**src/rtl/fft_pkg.sv**
```systemverilog
// rtl/fft_pkg.sv - shared types and constants for the DFT frame controller
package fft_pkg;

    localparam int NMAX = 4096;
    localparam int LW   = 13;
    localparam int PW   = LW + 3;
    localparam int A2W  = 4;
    localparam int A3W  = 3;
    localparam int A5W  = 2;

    localparam logic [A5W-1:0] STG5_OFF  = 2'd0;
    localparam logic [A5W-1:0] STG5_ONE  = 2'd1;
    localparam logic [A5W-1:0] STG5_PAIR = 2'd2;

    typedef enum logic [2:0] {
        IDLE,
        CALC,
        ARMED,
        RUN,
        DRAIN
    } fft_state_e;

endpackage

```
**src/rtl/fft_len_calc.sv**
```systemverilog
// rtl/fft_len_calc.sv - iterative 2^a2 * 3^a3 * 5^a5 multiplier with sticky overflow
module fft_len_calc
    import fft_pkg::*;
(
    input  logic           clk,
    input  logic           rst,
    input  logic           clr,
    input  logic           start,
    input  logic [A2W-1:0] a2,
    input  logic [A3W-1:0] a3,
    input  logic [A5W-1:0] a5,
    output logic           busy,
    output logic           valid,
    output logic [LW-1:0]  len,
    output logic           ovf
);

    logic           running;
    logic [PW-1:0]  prod_q, prod_d;
    logic           ovf_q, ovf_d;
    logic [A3W-1:0] rem3_q, rem3_d;
    logic [A5W-1:0] rem5_q, rem5_d;

    // valid/len/ovf describe the value being produced this cycle, so the
    // caller can latch the final product on the same edge as the last step
    always_comb begin
        prod_d = prod_q;
        ovf_d  = ovf_q;
        rem3_d = rem3_q;
        rem5_d = rem5_q;
        if (start) begin
            prod_d = PW'(1) << a2;
            ovf_d  = (a2 > A2W'($clog2(NMAX)));
            rem3_d = a3;
            rem5_d = a5;
        end else if (running) begin
            if (rem3_q != '0) begin
                prod_d = prod_q + (prod_q << 1);
                rem3_d = rem3_q - A3W'(1);
            end else if (rem5_q != '0) begin
                prod_d = prod_q + (prod_q << 2);
                rem5_d = rem5_q - A5W'(1);
            end
        end
        if (prod_d > PW'(NMAX)) begin
            ovf_d = 1'b1;
        end
    end

    assign valid = (start || running) && (rem3_d == '0) && (rem5_d == '0);
    assign busy  = running;
    assign len   = prod_d[LW-1:0];
    assign ovf   = ovf_d;

    always_ff @(posedge clk or posedge rst) begin
        if (rst) begin
            running <= 1'b0;
            prod_q  <= '0;
            ovf_q   <= 1'b0;
            rem3_q  <= '0;
            rem5_q  <= '0;
        end else if (clr) begin
            running <= 1'b0;
            prod_q  <= '0;
            ovf_q   <= 1'b0;
            rem3_q  <= '0;
            rem5_q  <= '0;
        end else begin
            running <= (start || running) && !valid;
            prod_q  <= prod_d;
            ovf_q   <= ovf_d;
            rem3_q  <= rem3_d;
            rem5_q  <= rem5_d;
        end
    end

endmodule

```
**src/rtl/fft_frame_ctrl.sv**
```systemverilog
// rtl/fft_frame_ctrl.sv - frame controller: sizes the DFT, gates N input samples, counts N outputs
module fft_frame_ctrl
    import fft_pkg::*;
(
    input  logic           clk,
    input  logic           rst,
    input  logic           cfg_valid,
    output logic           cfg_ready,
    input  logic [A2W-1:0] cfg_a2,
    input  logic [A3W-1:0] cfg_a3,
    input  logic [A5W-1:0] cfg_a5,
    input  logic           flush,
    input  logic           in_en,
    output logic           dp_en,
    output logic           sof,
    output logic           eof,
    input  logic           out_en,
    output logic [A2W-1:0] stg2,
    output logic [A3W-1:0] stg3,
    output logic [A5W-1:0] stg5,
    output logic [LW-1:0]  frame_len,
    output logic           busy,
    output logic           err,
    output logic           ovf,
    output logic           done
);

    fft_state_e     state_q, state_d;
    logic [A2W-1:0] a2_q;
    logic [A3W-1:0] a3_q;
    logic [A5W-1:0] a5_q;
    logic [LW-1:0]  in_cnt, out_cnt, last_idx;
    logic           active, out_inc;
    logic           load_cfg, load_stg, err_d, ovf_d, done_d;
    logic           calc_start, calc_busy, calc_valid, calc_ovf;
    logic [LW-1:0]  calc_len;

    fft_len_calc u_len_calc (
        .clk   (clk),
        .rst   (rst),
        .clr   (flush),
        .start (calc_start),
        .a2    (a2_q),
        .a3    (a3_q),
        .a5    (a5_q),
        .busy  (calc_busy),
        .valid (calc_valid),
        .len   (calc_len),
        .ovf   (calc_ovf)
    );

    assign last_idx  = frame_len - LW'(1);
    assign cfg_ready = (state_q == IDLE);
    assign busy      = (state_q != IDLE);

    always_ff @(posedge clk or posedge rst) begin
        if (rst) begin
            state_q <= IDLE;
        end else begin
            state_q <= state_d;
        end
    end

    always_comb begin
        state_d    = state_q;
        load_cfg   = 1'b0;
        load_stg   = 1'b0;
        calc_start = 1'b0;
        err_d      = 1'b0;
        active     = (state_q == ARMED) || (state_q == RUN) || (state_q == DRAIN);
        dp_en      = in_en && ((state_q == ARMED) || (state_q == RUN)) && (in_cnt < frame_len);
        sof        = dp_en && (in_cnt == '0);
        eof        = dp_en && (in_cnt == last_idx);
        ovf_d      = in_en && active && !dp_en;
        out_inc    = out_en && active && (out_cnt < frame_len);
        done_d     = out_inc && (out_cnt == last_idx);

        case (state_q)
            IDLE: begin
                if (cfg_valid) begin
                    load_cfg = 1'b1;
                    state_d  = CALC;
                end
            end
            CALC: begin
                calc_start = !calc_busy;
                if (calc_valid) begin
                    if (calc_ovf || (a5_q > STG5_PAIR)) begin
                        err_d   = 1'b1;
                        state_d = IDLE;
                    end else begin
                        load_stg = 1'b1;
                        state_d  = ARMED;
                    end
                end
            end
            ARMED: begin
                if (dp_en) begin
                    state_d = (in_cnt == last_idx) ? DRAIN : RUN;
                end
            end
            RUN: begin
                if (dp_en && (in_cnt == last_idx)) begin
                    state_d = DRAIN;
                end
            end
            DRAIN: begin
                state_d = DRAIN;
            end
            default: begin
                state_d = IDLE;
            end
        endcase

        if (done_d) begin
            state_d = IDLE;
        end
        // abort overrides everything, including a same-cycle config request
        if (flush) begin
            state_d  = IDLE;
            load_cfg = 1'b0;
            load_stg = 1'b0;
            err_d    = 1'b0;
            ovf_d    = 1'b0;
            done_d   = 1'b0;
        end
    end

    always_ff @(posedge clk or posedge rst) begin
        if (rst) begin
            a2_q      <= '0;
            a3_q      <= '0;
            a5_q      <= '0;
            in_cnt    <= '0;
            out_cnt   <= '0;
            stg2      <= '0;
            stg3      <= '0;
            stg5      <= STG5_OFF;
            frame_len <= '0;
            err       <= 1'b0;
            ovf       <= 1'b0;
            done      <= 1'b0;
        end else begin
            err  <= err_d;
            ovf  <= ovf_d;
            done <= done_d;
            if (load_cfg) begin
                a2_q <= cfg_a2;
                a3_q <= cfg_a3;
                a5_q <= cfg_a5;
            end
            if (flush) begin
                in_cnt    <= '0;
                out_cnt   <= '0;
                stg2      <= '0;
                stg3      <= '0;
                stg5      <= STG5_OFF;
                frame_len <= '0;
            end else if (load_stg) begin
                in_cnt    <= '0;
                out_cnt   <= '0;
                stg2      <= a2_q;
                stg3      <= a3_q;
                stg5      <= a5_q;
                frame_len <= calc_len;
            end else if (done_d) begin
                in_cnt  <= '0;
                out_cnt <= '0;
            end else begin
                if (dp_en) begin
                    in_cnt <= in_cnt + LW'(1);
                end
                if (out_inc) begin
                    out_cnt <= out_cnt + LW'(1);
                end
            end
        end
    end

endmodule

```
**config.mk**
```make
export PLATFORM = sky130hd
export DESIGN_NAME = fft_frame_ctrl
export DESIGN_NICKNAME = d
export VERILOG_FILES = /design/src/rtl/fft_pkg.sv /design/src/rtl/fft_len_calc.sv /design/src/rtl/fft_frame_ctrl.sv
export SDC_FILE = /design/constraint.sdc
export NUM_CORES = 1
export LEC_CHECK = 0
export CORE_MARGIN = 3
export CORE_UTILIZATION = 38
export DETAILED_ROUTE_END_ITERATION = 16
export GPL_TIMING_DRIVEN = 0
export PLACE_DENSITY_LB_ADDON = 0.12
export SYNTH_ARGS = -nofsm -noshare
export SYNTH_HDL_FRONTEND = slang
export SYNTH_SLANG_ARGS = --single-unit
```
**constraint.sdc**
```tcl
create_clock -name clk -period 10.65 [get_ports clk]
set_clock_uncertainty 0.2 [all_clocks]
set_input_delay 2.13 -clock clk [delete_from_list [all_inputs] [get_ports clk]]
set_output_delay 2.13 -clock clk [all_outputs]
set_load 0.03 [all_outputs]
```
Word level (Yosys, flattened, before mapping)
Index checks and enable logic that the tools add are counted.
{ "op_classes": {"add_sub_neg": 7, "n_mux": 57, "shift": 1, "n_eq_ne": 10, "reduce_logical": 30, "n_lt_le_gt_ge": 5} }
{ "op_table": {"columns": ["op", "n"], "rows": [
  ["two-way mux 13 bit", 10],
  ["two-way mux 16 bit", 5],
  ["two-way mux 3 bit", 13],
  ["adder 16 bit", 2],
  ["adder 13 x 1 -> 13 bit (second input constant)", 2],
  ["== test 13 bit", 2],
  ["less-than comparator 13 bit", 2],
  ["two-way mux 1 bit", 18],
  ["> comparator 16 x 13 -> 1 bit (second input constant)", 1],
  ["two-way mux 2 bit", 8],
  ["<< shifter 1 x 4 -> 16 bit (first input constant)", 1],
  ["case mux 3 bit (5 select lines)", 1],
  ["logical NOT 13 bit", 1],
  ["subtractor 13 x 1 -> 13 bit (second input constant)", 1],
  ["logical AND 1 bit", 12],
  ["!= test 4 x 3 -> 1 bit (second input constant)", 3],
  ["two-way mux 4 bit", 2],
  ["nonzero test 4 bit", 2],
  ["== test 3 x 2 -> 1 bit (second input constant)", 2],
  ["logical NOT 3 bit", 2],
  ["nonzero test 3 bit", 2],
  ["> comparator 4 bit (second input constant)", 1],
  ["logical OR 1 bit", 4],
  ["!= test 4 x 2 -> 1 bit (second input constant)", 1],
  ["9 further kinds", 12]
]} }
{ "word_totals": {"wordCells": 128, "out_inout_bits": 30, "register_bits": 86, "in_bits": 15} }

Longest topological paths before layout
{ "depth": {"ltp_word": 14, "depth_mapped": 15, "mapped_depth_nobuf": 12} }

Cells and area by module
A second synthesis with hierarchy kept.
{ "hier_totals": {"hier_cells": 866, "hier_area_um2": 7447.1} }
{ "modules_own_cells": {"columns": ["mod", "n_inst", "area_per_inst_um2", "seq_area_each_um2", "cells_per_inst"], "rows": [
  ["fft_frame_ctrl", 1, 4521.8, 1576.5, 488],
  ["fft_len_calc", 1, 2925.3, 575.6, 378]
]} }

Least setup slack after synthesis
Ideal clock, no wire load.
{ "synth_path": {"kind": "in2out", "from": "input port in_en", "to": "output port eof", "path_stages": 6, "n_path_buf": 1, "required_ns": 8.320, "arrival_time_ns": 3.590, "setup_slack_ns": 4.730, "path_cell_list": "nand4b_1 -> a221oi_1 -> clkbuf_1 -> and3_1 -> nand4_1 -> inv_1"} }
{ "synth_between": {"elab_chain_cells": 3} }
{ "synth_rtl": {"columns": ["item", "line", "rtl"], "rows": [
  ["start: declaration", "fft_frame_ctrl.sv:13", "input logic in_en,"],
  ["logical AND 1 bit (2 in a row)", "fft_frame_ctrl.sv:71", "dp_en = in_en && ((state_q == ARMED) || (state_q == RUN)) && (in_cnt < frame_len);"],
  ["named net dp_en", "fft_frame_ctrl.sv:14", "output logic dp_en,"],
  ["logical AND 1 bit", "fft_frame_ctrl.sv:73", "eof = dp_en && (in_cnt == last_idx);"],
  ["end: declaration", "fft_frame_ctrl.sv:16", "output logic eof,"]
]} }
The timed path passes the listed nets, and every way through them passes these cells.

Final worst setup path
{ "layout_path": {"from": "input port in_en", "to": "output port eof"} }
{ "layout_between": {"elab_chain_cells": 3} }
{ "layout_rtl": {"columns": ["item", "line"], "rows": [
  ["logical AND 1 bit (2 in a row)", "fft_frame_ctrl.sv:71"],
  ["logical AND 1 bit", "fft_frame_ctrl.sv:73"]
]} }
Every way passes these cells.

==> out/results.ini <==
[yosys]
syn_inst=807
syn_area_per_cell_sq_um=8.85
ys_ff_latch=86
synthArstFlopShare=1.00
synth_area_leader_cell=dfrtp_1
synthFlopType=dfrtp_1
syn-cell-area_sq_mm=0.00714
synth_nets=883
synth_top_cell_area_share=0.301
synth_edf_count=0
yosys_warnings=0
ys_types=76
synthTopCellsByArea=dfrtp_1 30%, ha_1 10%, xnor2_1 4.3%
seq_area_frac_synth=0.301

[timing]
period_minus_slack_ps=7230
fin_setup_tns_ps=0
post-route-period-util=0.679
rsz0062_at_grt=no
hold_violations=0
setup_viol=0
relSlewSlack=0.269
slew_viol_final=0
tightest_slew_ps=1090
hold_ws_ps=320
max_freq_mhz=138

[critical_path]
end_kind=primary output
reg2regPathDepth=12
cp_max_fo=10
crit_chain=clkdlybuf4s50_1, nand4b_1, a221oi_1, clkbuf_1, and3_1, nand4_1, inv_1, clkdlybuf4s50_1
critPathLaunchType=primary input
path_delay_family=buffers and inverters
arrival_ps=4900
slowest_stage=clkdlybuf4s50_1
crit_top_cell=clkdlybuf4s50_1
path_buf_inv=4
cpPeakStageDelay_ps=710
worstSetupPathType=in2out
worst-path-stages=8
cp.required_ps=8320

[floorplan]
die_height_microns=143
initial_core_util=0.392
core_area_sq_mm=0.0182
die_width_microns=143
io_pins=45
dieArea_sq_mm=0.0205
row_count=49

[clock_tree]
ctsLongestPathBuffers=2
cts_sinks=86
postCtsResizedCells=0
cts.htree.levels=3
postCtsHoldBufs=0
postCtsSetupRepairBufs=0
cts_made_buffers=9
root_buffer=clkbuf_16
clk_latency_ps=350
cts.reportedPaths.clkPinSlew_ps=60
tritoncts=built

[global_routing]
first_global_vias=6414
antenna_found_initial=0
overflow=0
grt_pass1_wl_microns=35700
grt.total_usage=0.221
grt_max_degree=70

[place]
dp_hpwl_microns=17300
io_buffers=44
placed_cells=1081
gp_congestion=0.909

[pwr]
comb_power_share=0.295
internal_power_w=0.000634
seqPwrFrac=0.383
peakVddDrop_mv=0.0847
p_sw_frac=0.354
p_clk_frac=0.322
p_switching_w=0.000347
total_power_w=0.000981
power_leakage_nw=3.54
p_per_area_mw_per_mm2=120

[min_path]
hold_class=reg2reg
whs_path_depth=1

[finish]
final_cell_count_no_fill=1097
fillers=1771
drive_gt1_frac=0.0749
antenna_cells=0
area_delta_synth_final_pct=14.7
final_nets=940

[route]
first_pass_iters=5
wirelength_microns=22300
routedWlPerCell_microns=20.3
vias=6575
drc=0
ant_nets=0
first_iter_violations=614
via_per_inst=5.99

[run_status]
status=complete, no violations

[job]
cap_violations=0

==> sequential cells by signal (all words and copies together) (netlist names), 3 cells and up <==
register,flops
state_q,3
stg3,3
a2_q,4
stg2,4
u_len_calc.rem3_q,3
u_len_calc.prod_q,16
frame_len,13
in_cnt,13
a3_q,3
out_cnt,13
==> layout by cell type, fill, tap and decap left out, types with 10 or more instances in the layout <==
cell type,instances
nand2b_1,12
nor4_1,12
and3_1,19
nand3_1,23
clkdlybuf4s50_1,44
o21ai_0,31
dfrtp_1,86
clkbuf_1,28
a22o_1,23
mux2_2,10
nor3_1,22
inv_1,40
xor2_1,22
xnor2_1,35
nor2b_1,25
nor3_2,10
a21oi_1,60
nand2_1,47
ha_1,59
nor2_1,51
a21o_1,13
o211ai_1,10
nor3b_1,10
==> power groups by stage <==
stage	clock [W]	sequential, W	combinational [W]
2_1_floorplan	0	0.000372	0.000202
3_3_place_gp	0	0.000381	0.000279
3_5_place_dp	0	0.000381	0.000286
4_1_cts	0.000324	0.000375	0.000287
5_1_grt	0.000338	0.000379	0.000320
6_report	0.000316	0.000376	0.000289
==> layer usage <==
layer / global-route usage / vias to the layer above / share of wire
met5: 0 / - / 0
met4: 0.0605 / 0 / 0.018
met3: 0.0409 / 25 / 0.062
met2: 0.323 / 218 / 0.43
met1: 0.334 / 3210 / 0.49
li1: - / 3122 / -
==> kinds of logic after synthesis <==
group | Yosys count | share of synthesized area
buffers and inverters | 77 | 0.0459
AO/OA/AOI/OAI | 220 | 0.214
XOR/XNOR | 58 | 0.0731
flip-flops | 86 | 0.301
multiplexers | 18 | 0.0270
AND/OR/NAND/NOR | 287 | 0.229
adder cells (fa/ha/maj) | 61 | 0.109
==> path summary, 6_finish.rpt <==
kind / end / slack [ps] / start
max: eof / 3420 / in_en
min: stg5[1]$_DFFE_PP0P_ / 320 / stg5[1]$_DFFE_PP0P_
max reg2reg: out_cnt[6]$_DFFE_PP0P_ / 5740 / u_len_calc.rem3_q[0]$_DFF_PP0_
min reg2reg: stg5[1]$_DFFE_PP0P_ / 320 / stg5[1]$_DFFE_PP0P_
max in group asynchronous: out_cnt[3]$_DFFE_PP0P_ / 7750 / rst
min in group asynchronous: in_cnt[12]$_DFFE_PP0P_ / 1880 / rst
==> final cells by class <==
class / count / area (sq um) / share of cell area
Timing Repair Buffer: 46 / 473 / 0.0578
Clock inverter: 5 / 57.6 / 0.00703
Buffer: 36 / 174 / 0.0212
Inverter: 41 / 156 / 0.0191
Clock buffer: 10 / 229 / 0.0280
Multi-Input combinational cell: 644 / 4660 / 0.569
Sequential cell: 86 / 2150 / 0.263
Tap cell: 229 / 287 / 0.0350
==> synth_stat cells, types with 4 or more instances <==
cell and n:
a221oi_1 7, nor4_1 12, and3_1 19, and4_1 7, nor3_1 22, xor2_1 22, nor3b_1 10, nand2b_1 12
o311a_1 4, or2_2 6, o31a_1 5, buf_2 4, a22o_1 23, mux2_2 10, o211ai_1 10, nor2_1 51
o21a_1 7, nor2b_1 25, or3_1 7, ha_1 59, o21ai_0 31, nand2_1 47, a21o_1 13, nand4_1 9
nor3_2 10, a211oi_1 8, a31oi_1 6, nand3_1 23, mux2i_1 8, a21oi_1 60, clkbuf_1 27, and2_1 6
buf_6 4, nand3b_1 4, inv_1 41, o31ai_1 6, dfrtp_1 86, xnor2_1 35
==> per-stage QoR <==
| stage | setup WS (ps) | util | cell area (sq um) |
|---|---|---|---|
| CTS | 3440 | 0.449 | 8180 |
| finish | 3420 | 0.450 | 8190 |
| detailed placement | 3460 | 0.434 | 7900 |
| floorplan | 4730 | - | 7140 |
| global placement | 3490 | 0.432 | 7870 |
| global route | 3280 | 0.450 | 8190 |
No activity file was read; power rests on OpenSTA's default activity.
